File: src/rtl/sb_pkg.sv
// Shared types and index helpers for the left-edge switch block.
// Keeping the index math here lets the RTL and its users agree on one wiring pattern.
package sb_pkg;

  typedef enum logic [1:0] {
    IDLE = 2'd0,
    LOAD = 2'd1,
    FULL = 2'd2
  } cfg_state_e;

  function automatic int cfg_bits(input int w);
    return 4 * w;
  endfunction

  // Right-track sources taken from the vertical channels.
  function automatic int top_src(input int i, input int w);
    return (i + w - 1) % w;
  endfunction

  function automatic int bot_src(input int i, input int w);
    return (i + 1) % w;
  endfunction

  // Vertical-track sources taken from the right channel.
  function automatic int rx_top(input int j, input int w);
    return (j + 1) % w;
  endfunction

  function automatic int rx_bot(input int j, input int w);
    return w - 1 - j;
  endfunction

endpackage

File: src/rtl/sb_cfg_chain.sv
// Config scan chain: serial shadow register, frame counter FSM and the active
// register that routing reads. A frame only reaches act via an explicit commit.
module sb_cfg_chain
  import sb_pkg::*;
#(
  parameter int N = 16
) (
  input  logic         clk,
  input  logic         rst,
  input  logic         head,
  input  logic         en,
  input  logic         commit,
  output logic [N-1:0] act,
  output logic         tail,
  output logic         loaded,
  output logic         busy,
  output logic         overrun
);

  localparam int CW = $clog2(N + 1);
  localparam logic [CW-1:0] NMAX = CW'(N);

  cfg_state_e    state, state_n;
  logic [CW-1:0] cnt, cnt_n, cnt_inc;
  logic [N-1:0]  sr;
  logic          do_commit;

  assign cnt_inc = cnt + 1'b1;

  always_ff @(posedge clk) begin
    if (rst) begin
      state <= IDLE;
      cnt   <= '0;
    end else begin
      state <= state_n;
      cnt   <= cnt_n;
    end
  end

  always_comb begin
    state_n   = state;
    cnt_n     = cnt;
    do_commit = 1'b0;
    case (state)
      IDLE: if (en) begin
        state_n = LOAD;
        cnt_n   = CW'(1);
      end
      LOAD: if (en) begin
        cnt_n = cnt_inc;
        if (cnt_inc == NMAX) state_n = FULL;
      end
      FULL: if (commit) begin
        do_commit = 1'b1;
        // A shift in the commit cycle is the first bit of the next frame.
        state_n   = en ? LOAD : IDLE;
        cnt_n     = en ? CW'(1) : '0;
      end
      default: begin
        state_n = IDLE;
        cnt_n   = '0;
      end
    endcase
  end

  always_ff @(posedge clk) begin
    if (rst) begin
      sr      <= '0;
      act     <= '0;
      loaded  <= 1'b0;
      overrun <= 1'b0;
    end else begin
      if (en) sr <= {sr[N-2:0], head};
      if (do_commit) begin
        act    <= sr;
        loaded <= 1'b1;
      end
      if (state == FULL && en && !commit) overrun <= 1'b1;
    end
  end

  assign tail = sr[N-1];
  assign busy = (state != IDLE);

endmodule

File: src/rtl/sb_param_cfg.sv
// Left-edge switch block: every output side is a mux driven by the committed
// configuration held in sb_cfg_chain. No state lives at this level.
module sb_param_cfg
  import sb_pkg::*;
#(
  parameter int CHAN_W   = 4,
  parameter int NUM_PINS = 4
) (
  input  logic                prog_clk,
  input  logic                prog_reset,
  input  logic                ccff_head,
  input  logic                ccff_en,
  input  logic                cfg_commit,
  input  logic [CHAN_W-1:0]   chany_top_in,
  input  logic [CHAN_W-1:0]   chanx_right_in,
  input  logic [CHAN_W-1:0]   chany_bottom_in,
  input  logic [NUM_PINS-1:0] right_pin_in,
  output logic [CHAN_W-1:0]   chany_top_out,
  output logic [CHAN_W-1:0]   chanx_right_out,
  output logic [CHAN_W-1:0]   chany_bottom_out,
  output logic                ccff_tail,
  output logic                cfg_loaded,
  output logic                cfg_busy,
  output logic                cfg_overrun
);

  localparam int CFG_BITS = cfg_bits(CHAN_W);

  logic [CFG_BITS-1:0] act;

  sb_cfg_chain #(.N(CFG_BITS)) u_chain (
    .clk     (prog_clk),
    .rst     (prog_reset),
    .head    (ccff_head),
    .en      (ccff_en),
    .commit  (cfg_commit),
    .act     (act),
    .tail    (ccff_tail),
    .loaded  (cfg_loaded),
    .busy    (cfg_busy),
    .overrun (cfg_overrun)
  );

  for (genvar i = 0; i < CHAN_W; i++) begin : g_trk
    localparam int TS = top_src(i, CHAN_W);
    localparam int BS = bot_src(i, CHAN_W);
    localparam int PS = i % NUM_PINS;
    localparam int RT = rx_top(i, CHAN_W);
    localparam int RB = rx_bot(i, CHAN_W);

    logic [1:0] rsel;
    assign rsel = act[2*i +: 2];

    // sel 3 parks the right track at zero.
    assign chanx_right_out[i] = (rsel == 2'd0) ? chany_top_in[TS]    :
                                (rsel == 2'd1) ? right_pin_in[PS]    :
                                (rsel == 2'd2) ? chany_bottom_in[BS] : 1'b0;

    assign chany_top_out[i]    = act[2*CHAN_W + i] ? chany_bottom_in[i] : chanx_right_in[RT];
    assign chany_bottom_out[i] = act[3*CHAN_W + i] ? chany_top_in[i]    : chanx_right_in[RB];
  end

endmodule

File: config.mk
export PLATFORM = sky130hd
export DESIGN_NAME = sb_param_cfg
export DESIGN_NICKNAME = d
export VERILOG_FILES = /design/src/rtl/sb_pkg.sv /design/src/rtl/sb_cfg_chain.sv /design/src/rtl/sb_param_cfg.sv
export SDC_FILE = /design/constraint.sdc
export NUM_CORES = 1
export LEC_CHECK = 0
export BUFFER_PORTS_ARGS = -buffer_cell sky130_fd_sc_hd__buf_4
export CORE_UTILIZATION = 34
export CTS_BUF_LIST = sky130_fd_sc_hd__clkbuf_8
export DETAILED_ROUTE_END_ITERATION = 10
export GPL_ROUTABILITY_DRIVEN = 0
export SYNTH_ARGS = -nofsm -noshare
export SYNTH_HDL_FRONTEND = slang
export SYNTH_SLANG_ARGS = --single-unit
File: constraint.sdc
create_clock -name prog_clk -period 1.2 [get_ports prog_clk]
set_input_delay 0.36 -clock prog_clk [delete_from_list [all_inputs] [get_ports prog_clk]]
set_output_delay 0.36 -clock prog_clk [all_outputs]
set_load 0.005 [all_outputs]
* Yosys cells after proc, flatten, opt, wreduce, memory -nomap -nowiden
Cells that the tools add are included.
Cells by class: add/subtract/negate cells 1, multiply operators 0, div/mod/pow operators 0, magnitude comparators 0, equality and inequality tests 15, shifts and indexed selects 0, mux-type cells 33, bitwise operators 0, reductions and logical operators 11
Operator list (count):
- $mux W1 | 24
- $mux W5 | 3
- $pmux W5 S3 | 1
- $eq A2 B1 Y1 const B | 5
- $eq A2 B2 Y1 const B | 5
- $logic_not A2 Y1 | 5
- $mux W2 | 4
- $ne A2 B2 Y1 const B | 3
- $pmux W2 S3 | 1
- $add A5 B1 Y5 const B | 1
- $eq A5 B5 Y1 const B | 1
- $reduce_and A4 Y1 | 1
- $reduce_and A3 Y1 | 1
- $logic_and A1 B1 Y1 | 2
- $ne A2 B1 Y1 const B | 1
- $reduce_bool A2 Y1 | 1
- $logic_not A1 Y1 | 1
Word-level totals: bits in registers 41, bits in latches 0, bits in writable memories 0, bits in read-only memories 0, input bits 21, output and inout port bits 16, word-level logic and storage cells 66, memories 0

* Longest topological paths before layout
depth in word-level cells 5, depth in mapped cells 6, gate-level depth less buffers 4

* Modules after synthesis
From an unflattened synthesis, not the netlist that was laid out.
Unflattened totals: cell total of the unflattened synthesis 203, area total of the unflattened synthesis 1845.5 sq um
Modules (own cells, without submodules):
- sb_cfg_chain | instances 1, cells an instance 183, area each 1667.8 sq um, sequential area each 820.8 sq um
- sb_param_cfg | instances 1, cells an instance 20, area each 177.7 sq um, sequential area each 0.0 sq um

* Worst setup path before layout
OpenSTA, ideal clock, no wires.
kind register to register, from register u_chain.cnt[0], to register u_chain.state[0], library setup time 115 ps, arrival 1071 ps, required time 1085 ps, slack 15 ps, stages on the path, launching flop included 5, path buffers 0, clock period less this slack 1185 ps, cell sequence dfxtp_1 ha_1 nor4b_2 a41oi_1 o21a_1
On the way: cells in the longest elaborated chain, start to end 4
Ends and longest elaborated chain:
- start, declared | RTL line sb_cfg_chain.sv:24 | logic [CW-1:0] cnt, cnt_n, cnt_inc;
- start signal, assigned | RTL line sb_cfg_chain.sv:36 | cnt <= cnt_n;
- $add A5 B1 Y5 | RTL line sb_cfg_chain.sv:28 | assign cnt_inc = cnt + 1'b1;
- $eq A5 B5 Y1 | RTL line sb_cfg_chain.sv:51 | if (cnt_inc == NMAX) state_n = FULL;
- $ne A2 B1 Y1 (no line)
- $reduce_and A4 Y1 (no line)
- end signal, assigned | RTL line sb_cfg_chain.sv:35 | state <= state_n;
- end, declared | RTL line sb_cfg_chain.sv:23 | cfg_state_e state, state_n;
Every way passes these cells. A chain may end at the register's enable or synchronous reset.

* Final worst setup path
from register u_chain.act[9], to output port chany_top_out[1]
On the way: cells in the longest elaborated chain, start to end 1
Ends and longest elaborated chain:
- start, declared | RTL line sb_cfg_chain.sv:13 | output logic [N-1:0] act,
- start signal, assigned | RTL line sb_cfg_chain.sv:75 | act <= sr;
- $mux W1 | RTL line sb_param_cfg.sv:59 | assign chany_top_out[i] = act[2*CHAN_W + i] ? chany_bottom_in[i] : chanx_right_in[RT];
- end, declared | RTL line sb_param_cfg.sv:18 | output logic [CHAN_W-1:0] chany_top_out,
Every way passes these cells.

==> reports/metrics.yaml <==
place_hpwl_um: 2694
cts_buffers: 5
timing.final.crit_share: 1.175
ctsLongestPathBuffers: 2
end_kind: "primary output"
worstSetupStartpointType: "register"
path_cells: "mux2_4 > buf_6"
worstMarginPinSlew_ns: 0.2940
max_freq_mhz: 709.4
yosysUniqueCellTypes: 36
fill_cells: 473
synth-seq-area-share: 0.4472
worst-path-buf-inv: 1
vdd_drop_max_uv: 622.9
leakagePower_nw: 1.086
vias: 1601
core_region_area_um2: 5140
stdcell_area_um2: 2778
r2r_start: "u_chain.state[1]"
io_pins: 37
crit_fanout: 2
cts_sinks: 41
grt.busiest_layer: "met2"
cap_violations: 0
htreeDepth: 2
antenna_cells: 0
dp.cells: 314
synth.top_cells.by_area: "dfxtp_1 (45%), mux2i_1 (11%), nand2_1 (6.7%), a21oi_1 (5.5%), mux2_2 (4.9%)"
io_buffers: 36
dpl_cell_area_um2: 2277
post-synth-top-area-fraction: 0.4472
hp-class: "primary input to register"
use_met2: 0.2520
synth_top_cell_by_area: "dfxtp_1"
slew_headroom: 0.8032
final_cells: 334
slew_viol_final: 0
status: "complete, but fails checks"
arrival_ns: 1.05
ys_ff_latch: 41
root_buffer: "clkbuf_8"
antenna_found_initial: 0
worstReg2RegEnd: "u_chain.cnt[1]"
avgSynthCellArea_um2: 9.042
async_reset_ff_frac: 0
die_x_um: 75.48
routedWlPerCell_um: 12.86
synth-edff-count: 0
syn_area_um2: 1836
clk_pin_slew_ns: 0.08
tritoncts: "built"
drt-initial-drc-count: 67
yosys_most_used_dff: "dfxtp_1"
first_global_vias: 1463
finalHoldViolations: 0
clkPwrFrac: 0.358
die_h_um: 75.48
grt_pass1_wl_um: 6568
syn_inst: 203
row_count: 26
power_frac_seq: 0.522
rrSetupSlack_ns: -0.01
power.switching_uw: 621.3
gr-total-overflow: 0
drive_gt1_frac: 0.4962
layout_setup_ws_ns: -0.2097
synthesis.nets: 226
start_util: 0.3571
cp.required_ns: 0.84
setup_viol: 14
routed_via_density: 4.793
holdPathEnd: "u_chain.sr[0]"
cp_slowest_cell: "dfxtp_2"
drc: 0
power_mw: 2.637
rsz0062_at_grt: "yes"
min_period_ns: 1.410
syn_to_final_growth_pct: 51.33
crit_family: "flip-flops"
p_int_mw: 2.016
synth_common_cells: "dfxtp_1 (41), nand2_1 (33), nor2_1 (24)"
combPwrFrac: 0.120
yosysMostFrequentCell: "dfxtp_1"
swShare: 0.2356
reg2reg_depth: 6
nets: 286
dp_slack_ns: -0.07049
grt_util_met1: 0.1984
fin_hold_ws_ns: 0.3093
routed_wl_um: 4294
yosys_warnings: 0
violations: "negative setup slack"
whs_path_depth: 3
final_antenna_net_count: 0
holdCritStartpoint: "ccff_head"
grt.total_usage: 0.1558
grt_start_max_net_pins: 23
die_area_um2: 5696
dr.pass1.iters: 4
met3_usage: 0.04497
worst-setup-path-type: "register to primary output"
crit_path_max_incr_delay_ns: 0.34
clkLatencyLatePin_ns: 0.29
fin_skew_ns: 0.004618
p_per_area_nw_per_um2: 949.3
## state kept, by name (all words and copies together), names as in the netlist
| name | flops |
|---|---|
| u_chain.cnt | 5 |
| u_chain.state | 2 |
| u_chain.loaded | 1 |
| u_chain.sr | 16 |
| u_chain.overrun | 1 |
| u_chain.act | 16 |
## worst reg2reg max path, stage by stage, from the launching register on
cell      delay, ns
dfxtp_4        0.35
buf_6          0.12
nor3b_4        0.15
o21bai_4       0.19
buf_6          0.12
a22oi_2        0.10
nor2_1         0.05
## timing repair
item / in CTS / in global routing
pin swaps: 6 / 15
hold buffers: 0 / 0
setup endpoints to repair: 19 / 36
gates cloned: 0 / 1
setup buffers: 3 / 8
resized for setup: 56 / 28
## metrics by stage
stage	setup TNS, ns	utilization
after floorplan	0	-
after global placement	-0.8272	0.4430
after detailed placement	-1.099	0.4430
after CTS	-2.708	0.5000
after global routing	-3.426	0.5404
final	-2.547	0.5404
## logic make-up after synthesis
group                    share of synthesized area
AO/OA/AOI/OAI                               0.1316
adder cells (fa/ha/maj)                    0.01363
buffers and inverters                      0.04362
flip-flops                                  0.4472
multiplexers                                0.1581
AND/OR/NAND/NOR                             0.2059
## metal layers
layer / vias to the layer above / routed length, um / part of all wire
met5: - / 0 / 0
li1: 818 / - / -
met4: 0 / 32 / 0.0075
met1: 753 / 1961 / 0.46
met2: 28 / 2137 / 0.50
met3: 2 / 162 / 0.038
## final cells by class
type / count / area (um2) / share of cell area
Timing Repair Buffer: 66 / 601.8 / 0.2167
Inverter: 1 / 6.256 / 0.002252
Clock buffer: 6 / 82.58 / 0.02973
Sequential cell: 41 / 853.3 / 0.3072
Tap cell: 70 / 87.58 / 0.03153
Multi-Input combinational cell: 148 / 1132 / 0.4077
Clock inverter: 2 / 13.76 / 0.004955
## worst max path at each step
stage | start | end | slack [ns] | cells after the start
after floorplan | u_chain.cnt[0] | u_chain.state[0] | 0.01 | 4
after global placement | cfg_commit | u_chain.act[15] | -0.05 | 5
after detailed placement | u_chain.cnt[0] | u_chain.state[0] | -0.07 | 4
after CTS | u_chain.act[8] | chany_top_out[0] | -0.22 | 2
after global routing | u_chain.act[1] | chanx_right_out[0] | -0.29 | 3
final | u_chain.act[9] | chany_top_out[1] | -0.21 | 2
## power by group through the flow
stage	clock network [mW]	logic, mW	registers (mW)
floorplan	0	0.107	1.41
global placement	0	0.241	1.41
detailed placement	0	0.243	1.41
CTS	0.982	0.290	1.38
global route	1.05	0.345	1.38
finish	0.943	0.317	1.38
## cell usage in the layout, fill, tap and decap left out, types with 2 or more instances in the layout
| cell type | instances |
|---|---|
| buf_4 | 46 |
| nand2_1 | 33 |
| dfxtp_1 | 23 |
| nor2_1 | 22 |
| mux2i_1 | 20 |
| buf_6 | 17 |
| a21oi_1 | 14 |
| dfxtp_2 | 14 |
| mux2_4 | 8 |
| a21oi_2 | 6 |
| clkbuf_8 | 6 |
| nand3b_1 | 5 |
| o21ai_1 | 4 |
| a211oi_2 | 4 |
| dfxtp_4 | 4 |
| o21ai_0 | 3 |
| nand2b_4 | 2 |
| a41oi_2 | 2 |
| nor2_2 | 2 |
| ha_4 | 2 |
| buf_12 | 2 |
No activity file was read; power rests on OpenSTA's default activity.
